## src/rtl/verinject_pkg.sv

```systemverilog
// ---------------------------------------------------------------------------
// verinject_pkg
//
// Shared definitions for the fault-injection campaign controller:
//   IDLE_STATE      value of the injector-state bus when nothing is injected
//   LFSR_POLY       Galois feedback mask for taps 32,22,2,1
//   IDX_W / CNT_W   widths of bit indices and of the cycle/injection counters
//   sched_state_e   scheduler FSM states
//   lfsr_step()     one Galois LFSR advance
//   range_mask()    all-ones mask covering an index space of 2^aw entries
// ---------------------------------------------------------------------------
package verinject_pkg;

    localparam int IDX_W = 32;
    localparam int CNT_W = 16;

    localparam logic [IDX_W-1:0] IDLE_STATE = 32'hFFFF_FFFF;
    localparam logic [31:0]      LFSR_POLY  = 32'h8020_0003;

    typedef enum logic [2:0] {
        ST_IDLE,
        ST_DELAY,
        ST_PICK,
        ST_INJECT,
        ST_GAP
    } sched_state_e;

    // Right-shifting Galois form: the bit shifted out selects whether the
    // polynomial is folded back in. A nonzero state never maps to zero.
    function automatic logic [31:0] lfsr_step(input logic [31:0] s);
        logic [31:0] shifted;
        shifted = s >> 1;
        return s[0] ? (shifted ^ LFSR_POLY) : shifted;
    endfunction

    function automatic logic [31:0] range_mask(input int unsigned aw);
        logic [31:0] m;
        if (aw >= 32) begin
            m = 32'hFFFF_FFFF;
        end else begin
            m = (32'd1 << aw) - 32'd1;
        end
        return m;
    endfunction

endpackage

```

## src/rtl/verinject_lfsr32.sv

```systemverilog
// ---------------------------------------------------------------------------
// verinject_lfsr32
//
// 32-bit Galois LFSR used to draw random injection targets.
//   clock   in   single clock
//   enable  in   advance the sequence by one step
//   load    in   load seed (takes priority over enable); the owner drives
//               this from its reset so the sequence restarts on reset
//   seed    in   32-bit load value; zero is replaced by 1
//   state   out  current 32-bit state, never zero
// ---------------------------------------------------------------------------
module verinject_lfsr32
    import verinject_pkg::*;
(
    input  logic        clock,
    input  logic        enable,
    input  logic        load,
    input  logic [31:0] seed,
    output logic [31:0] state
);

    // The all-zero state is the one fixed point of the register, so a zero
    // seed is swapped for 1 to keep the sequence alive.
    always_ff @(posedge clock) begin
        if (load) begin
            state <= (seed == 32'd0) ? 32'd1 : seed;
        end else if (enable) begin
            state <= lfsr_step(state);
        end
    end

endmodule

```

## src/rtl/verinject_injection_scheduler.sv

```systemverilog
// ---------------------------------------------------------------------------
// verinject_injection_scheduler
//
// Campaign controller driving the shared verinject__injector_state bus seen
// by every injector. Steps through flattened fault-bit indices, holding each
// for a programmable number of cycles with idle gaps in between. Targets are
// swept deterministically (first, first+stride, ... mod TOTAL_BITS) or drawn
// from an LFSR and filtered to the legal range.
//
// Parameters
//   TOTAL_BITS   size of the flattened injectable bit space (<= 32'hFFFF_FFFE)
//   LFSR_SEED    nonzero seed loaded into the LFSR on reset
//
// Ports
//   clock, reset                 clock; synchronous active-high reset
//   cfg_valid / cfg_ready        config handshake; ready only in IDLE
//   cfg_mode                     0 = sweep, 1 = random
//   cfg_first, cfg_stride        sweep start index and increment
//   cfg_count                    injections per campaign
//   cfg_delay                    cycles from start to the first PICK
//   cfg_hold                     cycles per target (0 behaves as 1)
//   cfg_gap                      idle cycles between injections
//   cfg_error                    sticky; set by a rejected config
//   start, abort                 campaign control; abort wins over all else
//   verinject__injector_state    registered target or IDLE_STATE
//   inject_active, busy          status
//   done, aborted                one-cycle completion / abort pulses
//   injections_done              completed injections this campaign
// ---------------------------------------------------------------------------
module verinject_injection_scheduler
    import verinject_pkg::*;
#(
    parameter logic [31:0] TOTAL_BITS = 32'd1024,
    parameter logic [31:0] LFSR_SEED  = 32'hACE1_2468
) (
    input  logic             clock,
    input  logic             reset,

    input  logic             cfg_valid,
    output logic             cfg_ready,
    input  logic             cfg_mode,
    input  logic [IDX_W-1:0] cfg_first,
    input  logic [IDX_W-1:0] cfg_stride,
    input  logic [CNT_W-1:0] cfg_count,
    input  logic [CNT_W-1:0] cfg_delay,
    input  logic [CNT_W-1:0] cfg_hold,
    input  logic [CNT_W-1:0] cfg_gap,
    output logic             cfg_error,

    input  logic             start,
    input  logic             abort,

    output logic [IDX_W-1:0] verinject__injector_state,
    output logic             inject_active,
    output logic             busy,
    output logic             done,
    output logic             aborted,
    output logic [CNT_W-1:0] injections_done
);

    // Random draws are masked to the smallest power-of-two range that covers
    // TOTAL_BITS, then out-of-range values are rejected.
    localparam logic [31:0] RAND_MASK = range_mask($clog2(TOTAL_BITS));

    sched_state_e     state;

    // Loaded configuration
    logic             mode_q;
    logic [IDX_W-1:0] first_q;
    logic [IDX_W-1:0] stride_q;
    logic [CNT_W-1:0] count_q;
    logic [CNT_W-1:0] delay_q;
    logic [CNT_W-1:0] hold_q;
    logic [CNT_W-1:0] gap_q;
    logic             cfg_loaded;

    // Shared down-counter for DELAY, INJECT and GAP; the state says which.
    logic [CNT_W-1:0] cnt;
    // Sweep target to be presented at the next PICK.
    logic [IDX_W-1:0] next_target;

    logic [31:0]      lfsr_state;
    logic             lfsr_en;

    logic             cfg_accept;
    logic             cfg_bad;
    logic             start_ok;
    logic [IDX_W:0]   sweep_sum;
    logic [IDX_W-1:0] sweep_next;
    logic [31:0]      rand_value;
    logic             rand_ok;
    logic [CNT_W-1:0] hold_m1;
    logic [CNT_W-1:0] inj_next;
    logic             last_inj;

    assign cfg_ready     = (state == ST_IDLE);
    assign busy          = (state != ST_IDLE);
    assign inject_active = (state == ST_INJECT);

    assign cfg_accept = cfg_valid && (state == ST_IDLE);
    // Stride only matters for sweeping, so random mode does not check it.
    assign cfg_bad    = (cfg_first >= TOTAL_BITS) ||
                        (!cfg_mode && (cfg_stride >= TOTAL_BITS));
    // A start arriving together with a new config is dropped: the campaign
    // always runs against a config that was already checked and loaded.
    assign start_ok   = start && (state == ST_IDLE) && cfg_loaded && !cfg_accept;

    // Both operands are below TOTAL_BITS, so one conditional subtraction
    // brings the 33-bit sum back into range. The low 32 bits of the
    // difference are exact because the true result fits in 32 bits.
    assign sweep_sum  = {1'b0, next_target} + {1'b0, stride_q};
    assign sweep_next = (sweep_sum >= {1'b0, TOTAL_BITS})
                        ? (sweep_sum[IDX_W-1:0] - TOTAL_BITS)
                        : sweep_sum[IDX_W-1:0];

    assign rand_value = lfsr_state & RAND_MASK;
    assign rand_ok    = (rand_value < TOTAL_BITS);
    assign lfsr_en    = (state == ST_PICK) && mode_q;

    assign hold_m1  = (hold_q == '0) ? '0 : (hold_q - 16'd1);
    assign inj_next = injections_done + 16'd1;
    assign last_inj = (inj_next == count_q);

    verinject_lfsr32 u_lfsr (
        .clock  (clock),
        .enable (lfsr_en),
        .load   (reset),
        .seed   (LFSR_SEED),
        .state  (lfsr_state)
    );

    // NOTE: every register below is assigned with <= so all of them sample
    // the pre-edge values; blocking assignments here would let later
    // statements see half-updated state and break the cycle timing.
    always_ff @(posedge clock) begin
        if (reset) begin
            state                     <= ST_IDLE;
            mode_q                    <= 1'b0;
            first_q                   <= '0;
            stride_q                  <= '0;
            count_q                   <= '0;
            delay_q                   <= '0;
            hold_q                    <= '0;
            gap_q                     <= '0;
            cfg_loaded                <= 1'b0;
            cfg_error                 <= 1'b0;
            cnt                       <= '0;
            next_target               <= '0;
            verinject__injector_state <= IDLE_STATE;
            done                      <= 1'b0;
            aborted                   <= 1'b0;
            injections_done           <= '0;
        end else begin
            done    <= 1'b0;
            aborted <= 1'b0;

            if (cfg_accept) begin
                mode_q     <= cfg_mode;
                first_q    <= cfg_first;
                stride_q   <= cfg_stride;
                count_q    <= cfg_count;
                delay_q    <= cfg_delay;
                hold_q     <= cfg_hold;
                gap_q      <= cfg_gap;
                cfg_error  <= cfg_bad;
                cfg_loaded <= !cfg_bad;
            end

            if (abort) begin
                state                     <= ST_IDLE;
                verinject__injector_state <= IDLE_STATE;
                aborted                   <= (state != ST_IDLE);
            end else begin
                case (state)
                    ST_IDLE: begin
                        if (start_ok) begin
                            injections_done <= '0;
                            next_target     <= first_q;
                            if (count_q == '0) begin
                                done <= 1'b1;
                            end else if (delay_q == '0) begin
                                // Zero delay skips DELAY so the first
                                // target still lands two cycles after start.
                                state <= ST_PICK;
                            end else begin
                                state <= ST_DELAY;
                                cnt   <= delay_q - 16'd1;
                            end
                        end
                    end

                    ST_DELAY: begin
                        if (cnt == '0) begin
                            state <= ST_PICK;
                        end else begin
                            cnt <= cnt - 16'd1;
                        end
                    end

                    ST_PICK: begin
                        if (!mode_q) begin
                            verinject__injector_state <= next_target;
                            next_target               <= sweep_next;
                            cnt                       <= hold_m1;
                            state                     <= ST_INJECT;
                        end else if (rand_ok) begin
                            verinject__injector_state <= rand_value;
                            cnt                       <= hold_m1;
                            state                     <= ST_INJECT;
                        end
                    end

                    ST_INJECT: begin
                        if (cnt == '0) begin
                            verinject__injector_state <= IDLE_STATE;
                            injections_done           <= inj_next;
                            if (last_inj) begin
                                state <= ST_IDLE;
                                done  <= 1'b1;
                            end else if (gap_q == '0) begin
                                state <= ST_PICK;
                            end else begin
                                state <= ST_GAP;
                                cnt   <= gap_q - 16'd1;
                            end
                        end else begin
                            cnt <= cnt - 16'd1;
                        end
                    end

                    ST_GAP: begin
                        if (cnt == '0) begin
                            state <= ST_PICK;
                        end else begin
                            cnt <= cnt - 16'd1;
                        end
                    end

                    default: begin
                        state <= ST_IDLE;
                    end
                endcase
            end
        end
    end

endmodule

```

## config.mk

```make
export PLATFORM = sky130hd
export DESIGN_NAME = verinject_injection_scheduler
export DESIGN_NICKNAME = d
export VERILOG_FILES = /design/src/rtl/verinject_pkg.sv /design/src/rtl/verinject_lfsr32.sv /design/src/rtl/verinject_injection_scheduler.sv
export SDC_FILE = /design/constraint.sdc
export NUM_CORES = 1
export LEC_CHECK = 0
export CAP_MARGIN = 20
export CORE_ASPECT_RATIO = 0.5
export CORE_UTILIZATION = 57
export DETAILED_ROUTE_END_ITERATION = 10
export PLACE_DENSITY = 0.91
export SYNTH_ARGS = -nofsm -noshare
export SYNTH_HDL_FRONTEND = slang
export SYNTH_HIERARCHICAL = 1
export SYNTH_SLANG_ARGS = --single-unit
```

## constraint.sdc

```tcl
create_clock -name clock -period 4.5 [get_ports clock]
set_input_delay 1.35 -clock clock [delete_from_list [all_inputs] [get_ports clock]]
set_output_delay 1.35 -clock clock [all_outputs]
set_load 0.03 [all_outputs]
```

==> results.yml, run 1 <==
setup_path:
  crit_fanout: 17
  path_class: "flip-flop to flip-flop"
  r2r-start: "next_target[0]"
  startpoint_type: "flip-flop"
  ff2ff_setup_slack_ns: 0.23
  timing.rr.end: "next_target[26]"
  rr_worst_depth: 14
  crit_required_ns: 4.95
  crit_arrival_ns: 4.72
  end_kind: "flip-flop"
grt:
  grt_max_degree: 91
  antenna_found_initial: 1
  grt_pass1_vias: 13600
  gr-total-overflow: 0
  grt_use_total_pct: 32.4
  grt_pass1_wl_um: 70300
logic_synthesis:
  synth.area.top_cells: "dfxtp_1, nand2_1, a21oi_1"
  yosysTopAreaCell: "dfxtp_1"
  synth.distinct_cells: 91
  syn_inst: 1882
  netlist_area_um2: 15000
  synth_edf_count: 32
  synth.avg_cell_area_um2: 7.95
  ys_ff_latch: 264
  async_reset_ff_share_pct: 0
  synth_warnings: 6
  synth_common_cells: "nand2_1, dfxtp_1, a21oi_1, clkbuf_1, nor2_1"
  yosys_most_used_dff: "dfxtp_1"
  seq_area_frac_synth_pct: 37.5
  synth_top_area_share_pct: 31.0
  yosysMostFrequentCell: "nand2_1"
place:
  dpl_cell_area_um2: 17300
  dp_worst_setup_slack_ns: 0.286
  dpl.hpwl_um: 31600
  gp_congestion: 0.958
  portBuffers: 187
sta:
  slew_headroom_pct: 38.0
  finalHoldViolations: 0
  worst_pin_slew_ns: 0.930
  drv_slew: 0
  fin_skew_ns: 0.0165
  period_share_pct: 94.9
  fin_crit_ns: 4.27
  fmax_mhz: 234
  finalSetupTns_ns: 0
  rsz0062_at_grt: "no"
  setup_viol: 0
  setup_slack_ns: 0.227
drt:
  drc: 0
  vias: 14800
  antenna_left: 0
  drt-initial-drc-count: 1469
  first_pass_iters: 6
  wl_per_cell_um: 18.1
  vias_per_cell: 6.11
  wirelength_um: 44100
die:
  num_io_pins: 188
  die_x_um: 231
  dieHeight_um: 117
  die_area_um2: 26900
  core-area_um2: 25500
  initial_core_util_pct: 58.7
  placementRows: 41
cts:
  cts_sinks: 264
  cts_setup_buffers: 0
  clk_path_buf_depth: 3
  clk_latency_ns: 0.55
  cts_tree: "yes"
  hold_buffers: 0
  path_clk_slew_ns: 0.07
  ctsRootBufferMaster: "clkbuf_16"
  cts.repair.resized: 0
  htree_levels: 1
  numCtsBuffers: 23
worst_hold_path:
  min_to: "first_q[12]"
  hold_start: "first_q[12]"
  whs_path_depth: 2
  hold_class: "flip-flop to flip-flop"
pwr:
  p_total_mw: 5.39
  ir_drop_mv: 0.267
  power.leakage_nw: 6.72
  power.density_nw_per_um2: 298
final_layout:
  drive_above_1_share_pct: 6.86
  area_growth_pct: 20.8
  final_area_um2: 18100
  finalNetCount: 2241
  utilization_pct: 70.9
job:
  max_cap_viol_count: 0
outcome:
  status: "finished clean"
[metrics by stage]
stage          hold WS [ns]  instances
6_report              0.454       2429
2_1_floorplan         0.432       1944
3_5_place_dp          0.445       2386
4_1_cts               0.455       2428
3_3_place_gp          0.441       2386
5_1_grt               0.472       2428
[registers in the layout (all words and copies together) (netlist names), 3 cells and up]
signal                     cells
delay_q                       16
stride_q                      32
next_target                   32
injections_done               16
count_q                       16
gap_q                         16
state                          3
u_lfsr/state                  32
cnt                           16
hold_q                        16
first_q                       32
verinject__injector_state     32
[final cells by class]
type,instances,area (um^2)
Antenna cell,1,2.50
Clock buffer,29,618
Clock inverter,13,164
Fill cell,1935,7420
Inverter,28,105
Multi-Input combinational cell,1535,9060
Sequential cell,264,5610
Tap cell,344,430
Timing Repair Buffer,215,2100
[kinds of logic (layout without fill, tap and decap cells)]
logic type,count (synthesis),in the layout,share of synthesized area [%]
AOI/OAI and AO/OA,507,507,21.1
xor gates and xnor gates,104,104,6.09
adders and majority gates,41,41,3.46
buffers and inverters,145,285,3.90
DFF,264,264,37.5
muxes,38,38,2.81
other,2,65,0.0502
and+or+nand+nor,781,781,25.2
[report_power, final]
part / internal, mW / leakage, nW / switching (mW)
Clock: 1.16 / 0.376 / 0.962
Combinational: 0.328 / 4.13 / 0.394
Sequential: 2.47 / 2.21 / 0.0694
Total: 3.97 / 6.72 / 1.43
[worst max-delay path: stages (launching register included)]
cell and delay [ns]:
dfxtp_1 0.33, ha_1 0.21, fa_1 0.41, a21o_1 0.23
a221o_1 0.39, a2111oi_2 0.56, o21bai_1 0.17, buf_4 0.19
a211oi_1 0.38, nand2_1 0.24, nor4_4 0.40, buf_12 0.19
a211oi_1 0.09, xnor2_1 0.14, a221oi_1 0.24
[how the worst max path moves through the flow]
stage | slack [ns] | from | to | cells after the start
after detailed placement | 0.29 | stride_q[0] | next_target[26] | 17
after CTS | 0.24 | stride_q[0] | next_target[26] | 14
after global placement | 0.33 | stride_q[0] | next_target[26] | 14
after floorplan | 0.53 | stride_q[0] | next_target[12] | 14
final | 0.23 | next_target[0] | next_target[26] | 14
after global routing | 0.005 | next_target[0] | next_target[29] | 13
[per-layer routing]
metal	vias up	share of wire (%)	track usage [%]
met4	0	4.0	13.1
met1	6982	42	42.2
li1	7061	-	-
met5	-	0	0
met3	130	7.1	4.66
met2	670	47	54.8
[placed cells by master (no fill, tap or decap), types with 13 or more instances in the layout]
master / instances
clkdlybuf4s50_1: 186
a31oi_1: 14
dfxtp_1: 232
a211oi_1: 28
nor2_1: 97
o22ai_1: 13
nor4_1: 36
a21oi_1: 225
o21ai_0: 95
xor2_1: 34
xnor2_1: 69
nand2_1: 354
buf_4: 27
clkbuf_16: 23
nand3b_1: 35
and2_1: 18
nor2b_1: 19
nand3_1: 50
nor3_1: 60
conb_1: 64
edfxtp_1: 32
inv_1: 27
ha_1: 39
mux2_2: 32
or3_1: 13
nand4_1: 21
Power figures use the tool's default switching activity.
==> run 2, diff against run 1 <==
--- a/config.mk
+++ b/config.mk
@@ -9,7 +9,8 @@
 export CORE_ASPECT_RATIO = 0.5
 export CORE_UTILIZATION = 57
 export DETAILED_ROUTE_END_ITERATION = 10
-export PLACE_DENSITY = 0.91
+export GPL_TIMING_DRIVEN = 0
+export PLACE_DENSITY = 0.86
 export SYNTH_ARGS = -nofsm -noshare
 export SYNTH_HDL_FRONTEND = slang
 export SYNTH_HIERARCHICAL = 1
==> constraint.sdc (replaced) <==
create_clock -name clock -period 4.5 [get_ports clock]
set_input_delay 1.35 -clock clock [delete_from_list [all_inputs] [get_ports clock]]
set_output_delay 1.35 -clock clock [all_outputs]
set_load 0.01 [all_outputs]
==> results.yml, run 2 (synthesis gave the netlist of run 1 again) <==
final_layout:
  num-fill-cells: 1986
  drive_above_1_share_pct: 6.51
  final_cells: 2524
  final_common_cell: "nand2_1"
  finalNetCount: 2336
  area_growth_pct: 23.4
  final_cell_mix: "nand2_1, dfxtp_1, a21oi_1"
  diodes: 0
sta:
  setup_viol: 0
  period_share_pct: 97.5
  fin_skew_ns: 0.0165
  drv_slew: 0
  fin_crit_ns: 4.39
  worst_pin_slew_ns: 1.04
  slew_headroom_pct: 30.8
  finalSetupTns_ns: 0
  fmax_mhz: 228
  finalHoldViolations: 0
die:
  num_io_pins: 188
  dieHeight_um: 117
  placementRows: 41
  die_area_um2: 26900
  initial_core_util_pct: 58.7
  core-area_um2: 25500
  die_x_um: 231
pwr:
  p_seq_share_pct: 46.3
  power.density_nw_per_um2: 298
  power.switching_mw: 1.46
  comb_power_share_pct: 13.8
  ir_drop_mv: 0.268
  netSwitchingFraction_pct: 26.4
  p_int_mw: 4.05
  power.leakage_nw: 6.82
  clockPowerShare_pct: 40.0
place:
  dp_cells: 2475
  gp_congestion: 0.993
  portBuffers: 186
  dpl.hpwl_um: 35600
setup_path:
  path_class: "flip-flop to flip-flop"
  r2r-start: "next_target[0]"
  cp-startpoint: "next_target[0]"
  endpoint: "next_target[27]"
  crit_fanout: 10
  timing.rr.end: "next_target[27]"
  startpoint_type: "flip-flop"
  crit_arrival_ns: 4.87
  end_kind: "flip-flop"
  rr_worst_depth: 18
  ff2ff_setup_slack_ns: 0.11
  crit_required_ns: 4.98
drt:
  dr_wl_met3_um: 4450
  antenna_left: 0
  drc: 0
  vias: 15400
  vias_per_cell: 6.08
  top_layer_used: "met4"
  wirelength_um: 47800
  drt-met1-wl_um: 19400
  drt-initial-drc-count: 1504
  route.met2.wl_um: 21500
  wl_per_cell_um: 18.9
  first_pass_iters: 6
cts:
  clk_path_buf_depth: 3
  cts_sinks: 264
  htree_levels: 1
  clk_latency_ns: 0.56
  ctsRootBufferMaster: "clkbuf_16"
  path_clk_slew_ns: 0.07
  hold_buffers: 0
  numCtsBuffers: 25
  cts_tree: "yes"
grt:
  antenna_found_initial: 0
  gr-total-overflow: 0
  grt_max_degree: 33
  grt_pass1_vias: 14200
  grt_pass1_wl_um: 74000
  grt_use_total_pct: 34.6
outcome:
  status: "finished clean"
worst_hold_path:
  hold_class: "flip-flop to flip-flop"
job:
  max_cap_viol_count: 0
run 2: worst min-delay path by stage:
stage / cells past startpoint / endpoint / start / slack (ns)
2_1_floorplan: 2 / first_q[18] / first_q[18] / 0.43
3_3_place_gp: 2 / first_q[28] / first_q[28] / 0.44
3_5_place_dp: 2 / first_q[2] / first_q[2] / 0.45
4_1_cts: 2 / first_q[2] / first_q[2] / 0.46
5_1_grt: 2 / first_q[2] / first_q[2] / 0.48
6_report: 2 / first_q[2] / first_q[2] / 0.45
run 2: critical path: stages, from the launching register on:
cell,delay (ns)
dfxtp_1,0.35
ha_1,0.22
fa_1,0.42
a21o_1,0.23
a221oi_4,0.35
o21ai_2,0.12
a31oi_2,0.20
xnor2_2,0.19
ha_2,0.26
nand4_1,0.10
nor4bb_2,0.31
nand4_1,0.27
o21ai_2,0.30
nor4_4,0.07
buf_4,0.16
buf_6,0.14
o31ai_1,0.26
o311ai_1,0.17
a21oi_1,0.20
run 2: area by class of cell:
cell class,instances,area (um^2),area share [%]
buffer,117,478,2.59
sequential,264,5610,30.4
clock buffer,37,731,3.96
multi-input combinational,1535,9130,49.4
timing repair buffer,191,1900,10.3
inverter,28,105,0.569
tap,344,430,2.33
clock inverter,8,97.6,0.528
run 2: power groups by stage:
stage	clock, mW	sequential (mW)	combinational, mW
floorplan	0	2.57	0.460
global placement	0	2.59	0.709
detailed placement	0	2.60	0.720
CTS	2.20	2.55	0.730
global route	2.31	2.56	0.819
finish	2.20	2.55	0.758
run 2: stage by stage:
stage                     util, %  area [um^2]  total power, mW  hold slack [ns]  setup slack, ns
after floorplan                 -        15200             3.03            0.432            0.529
after global placement       68.6        17500             3.30            0.439          -0.0347
after detailed placement     68.6        17500             3.32            0.448          -0.0615
after CTS                    72.0        18300             5.48            0.457           0.0474
after global routing         72.4        18500             5.68            0.482          -0.0118
final                        72.4        18500             5.51            0.455            0.112
run 2: routing by layer:
metal  global-route usage [%]  up-vias
met2                     57.5      759
met5                        0        -
met4                     15.6        0
li1                         -     7260
met3                     6.62      177
met1                     44.1     7158
run 2: what timing repair did:
action	in CTS	in global routing
buffers inserted	2	2
resized for setup	2	20
endpoints found under the hold margin	0	0
gates cloned	0	0
setup endpoints to repair	10	18
pin swaps	1	14
==> run 3, diff against run 2 <==
--- a/config.mk
+++ b/config.mk
@@ -5,12 +5,11 @@
 export SDC_FILE = /design/constraint.sdc
 export NUM_CORES = 1
 export LEC_CHECK = 0
-export CAP_MARGIN = 20
 export CORE_ASPECT_RATIO = 0.5
-export CORE_UTILIZATION = 57
+export CORE_UTILIZATION = 40
 export DETAILED_ROUTE_END_ITERATION = 10
 export GPL_TIMING_DRIVEN = 0
-export PLACE_DENSITY = 0.86
+export PLACE_DENSITY = 0.65
 export SYNTH_ARGS = -nofsm -noshare
 export SYNTH_HDL_FRONTEND = slang
 export SYNTH_HIERARCHICAL = 1
==> results.yml, run 3 (synthesis gave the netlist of run 1 again) <==
final_layout:
  final_cell_mix: "nand2_1, dfxtp_1, a21oi_1"
  drive_above_1_share_pct: 6.68
  finalNetCount: 2339
  final_common_cell: "nand2_1"
  diodes: 0
  final_area_um2: 18700
  area_growth_pct: 25.0
job:
  max_cap_viol_count: 0
worst_hold_path:
  hold_class: "flip-flop to flip-flop"
grt:
  busiest_layer: "met2"
  met3_usage_pct: 3.90
  grt_pass1_vias: 13800
  grt.met2_usage_pct: 41.0
  use_met1_pct: 34.5
  gr-total-overflow: 0
  grt_pass1_wl_um: 76600
  grt_use_total_pct: 25.4
  antenna_found_initial: 0
  grt_max_degree: 33
drt:
  vias_per_cell: 5.56
  first_pass_iters: 5
  wl_per_cell_um: 18.5
  vias: 14800
  drc: 0
  wirelength_um: 49400
  antenna_left: 0
  drt-initial-drc-count: 1229
cts:
  clk_path_buf_depth: 3
  clk_latency_ns: 0.57
  numCtsBuffers: 26
  hold_buffers: 0
  path_clk_slew_ns: 0.07
  cts_tree: "yes"
  ctsRootBufferMaster: "clkbuf_16"
  cts_sinks: 264
  htree_levels: 1
die:
  initial_core_util_pct: 41.2
  placementRows: 49
  die_area_um2: 38200
  core-area_um2: 36400
  num_io_pins: 188
  die_x_um: 276
  dieHeight_um: 139
place:
  dpl_cell_area_um2: 17700
  portBuffers: 186
  dpl.hpwl_um: 37900
  gp_congestion: 0.945
sta:
  finalHoldViolations: 0
  rsz0062_at_grt: "no"
  fmax_mhz: 229
  worst_pin_slew_ns: 1.16
  period_share_pct: 97.2
  fin_skew_ns: 0.0165
  setup_viol: 0
  finalSetupTns_ns: 0
  slew_headroom_pct: 22.8
  drv_slew: 0
  fin_crit_ns: 4.37
pwr:
  p_total_mw: 5.64
  power.density_nw_per_um2: 302
  power.leakage_nw: 6.86
  ir_drop_mv: 0.251
setup_path:
  end_kind: "flip-flop"
  crit_fanout: 10
  path_class: "flip-flop to flip-flop"
  crit_arrival_ns: 4.79
  startpoint_type: "flip-flop"
  crit_required_ns: 4.92
outcome:
  status: "finished clean"
## run 3: changes by cell type in the layout (fill, tap and decap cells not counted), moves of 2 or more
cell / before / now
buf_4: 5 / 8
nor3_1: 61 / 59
a211oi_1: 25 / 28
clkinvlp_4: 0 / 2
nor3_2: 0 / 2
clkbuf_1: 110 / 106
clkbuf_16: 25 / 27
a211oi_2: 5 / 2
xnor2_1: 67 / 69
xnor2_2: 3 / 1
## run 3: metal layers
metal / part of all wire (%) / vias up / wire [um]
li1: - / 7279 / -
met1: 45 / 6952 / 22200
met2: 46 / 491 / 22500
met3: 6.1 / 107 / 2990
met4: 3.5 / 0 / 1750
met5: 0 / - / 0
## run 3: repair_timing
| action | 4_1_cts | 5_1_grt |
|---|---|---|
| endpoints found under the setup margin | 19 | 22 |
| endpoints found under the hold margin | 0 | 0 |
| pin swaps | 3 | 8 |
| buffers inserted | 4 | 3 |
| gates resized for setup | 5 | 11 |
## run 3: critical path, stage by stage (launching register included)
cell and delay, ns:
dfxtp_1 0.34, ha_1 0.22, fa_2 0.36, a21o_1 0.22, a221o_1 0.43, o211a_1 0.29
or4_4 0.43, a32o_1 0.31, a2111oi_4 0.34, nand4_2 0.21, nor4_4 0.28, buf_4 0.19
buf_6 0.15, nor3_1 0.07, xnor2_1 0.26, o22ai_1 0.13
## run 3: path summary, 6_finish.rpt
kind	cells after the start	from	end	slack, ns
worst max-delay path	15	next_target[0]	next_target[21]	0.13
worst min-delay path	2	first_q[9]	first_q[9]	0.46
worst max register to register	15	next_target[0]	next_target[21]	0.13
worst min register to register	2	first_q[9]	first_q[9]	0.46
## run 3: area by class of cell
class / count / area [um^2]
clock inverters: 12 / 126
repair buffers: 193 / 1910
well taps: 484 / 606
multi-input cells: 1535 / 9100
plain buffers: 117 / 478
inverters: 28 / 105
flip-flops and latches: 264 / 5610
fillers: 3560 / 17600
clock buffers: 36 / 779
## run 3: report_power, final
group | internal [mW] | total, mW | switching, mW
clock | 1.33 | 2.34 | 1.01
sequential | 2.48 | 2.55 | 0.0720
combinational | 0.336 | 0.754 | 0.418
## run 3: stage by stage
stage          std cells  hold WS, ns  setup WS [ns]  utilization [%]
4_1_cts             2666        0.459        0.00599             51.3
6_report            2669        0.459          0.128             51.5
2_1_floorplan       1944        0.432          0.529                -
3_5_place_dp        2614        0.448         -0.176             48.6
5_1_grt             2669        0.476        0.00158             51.5
3_3_place_gp        2614        0.441         -0.192             48.6
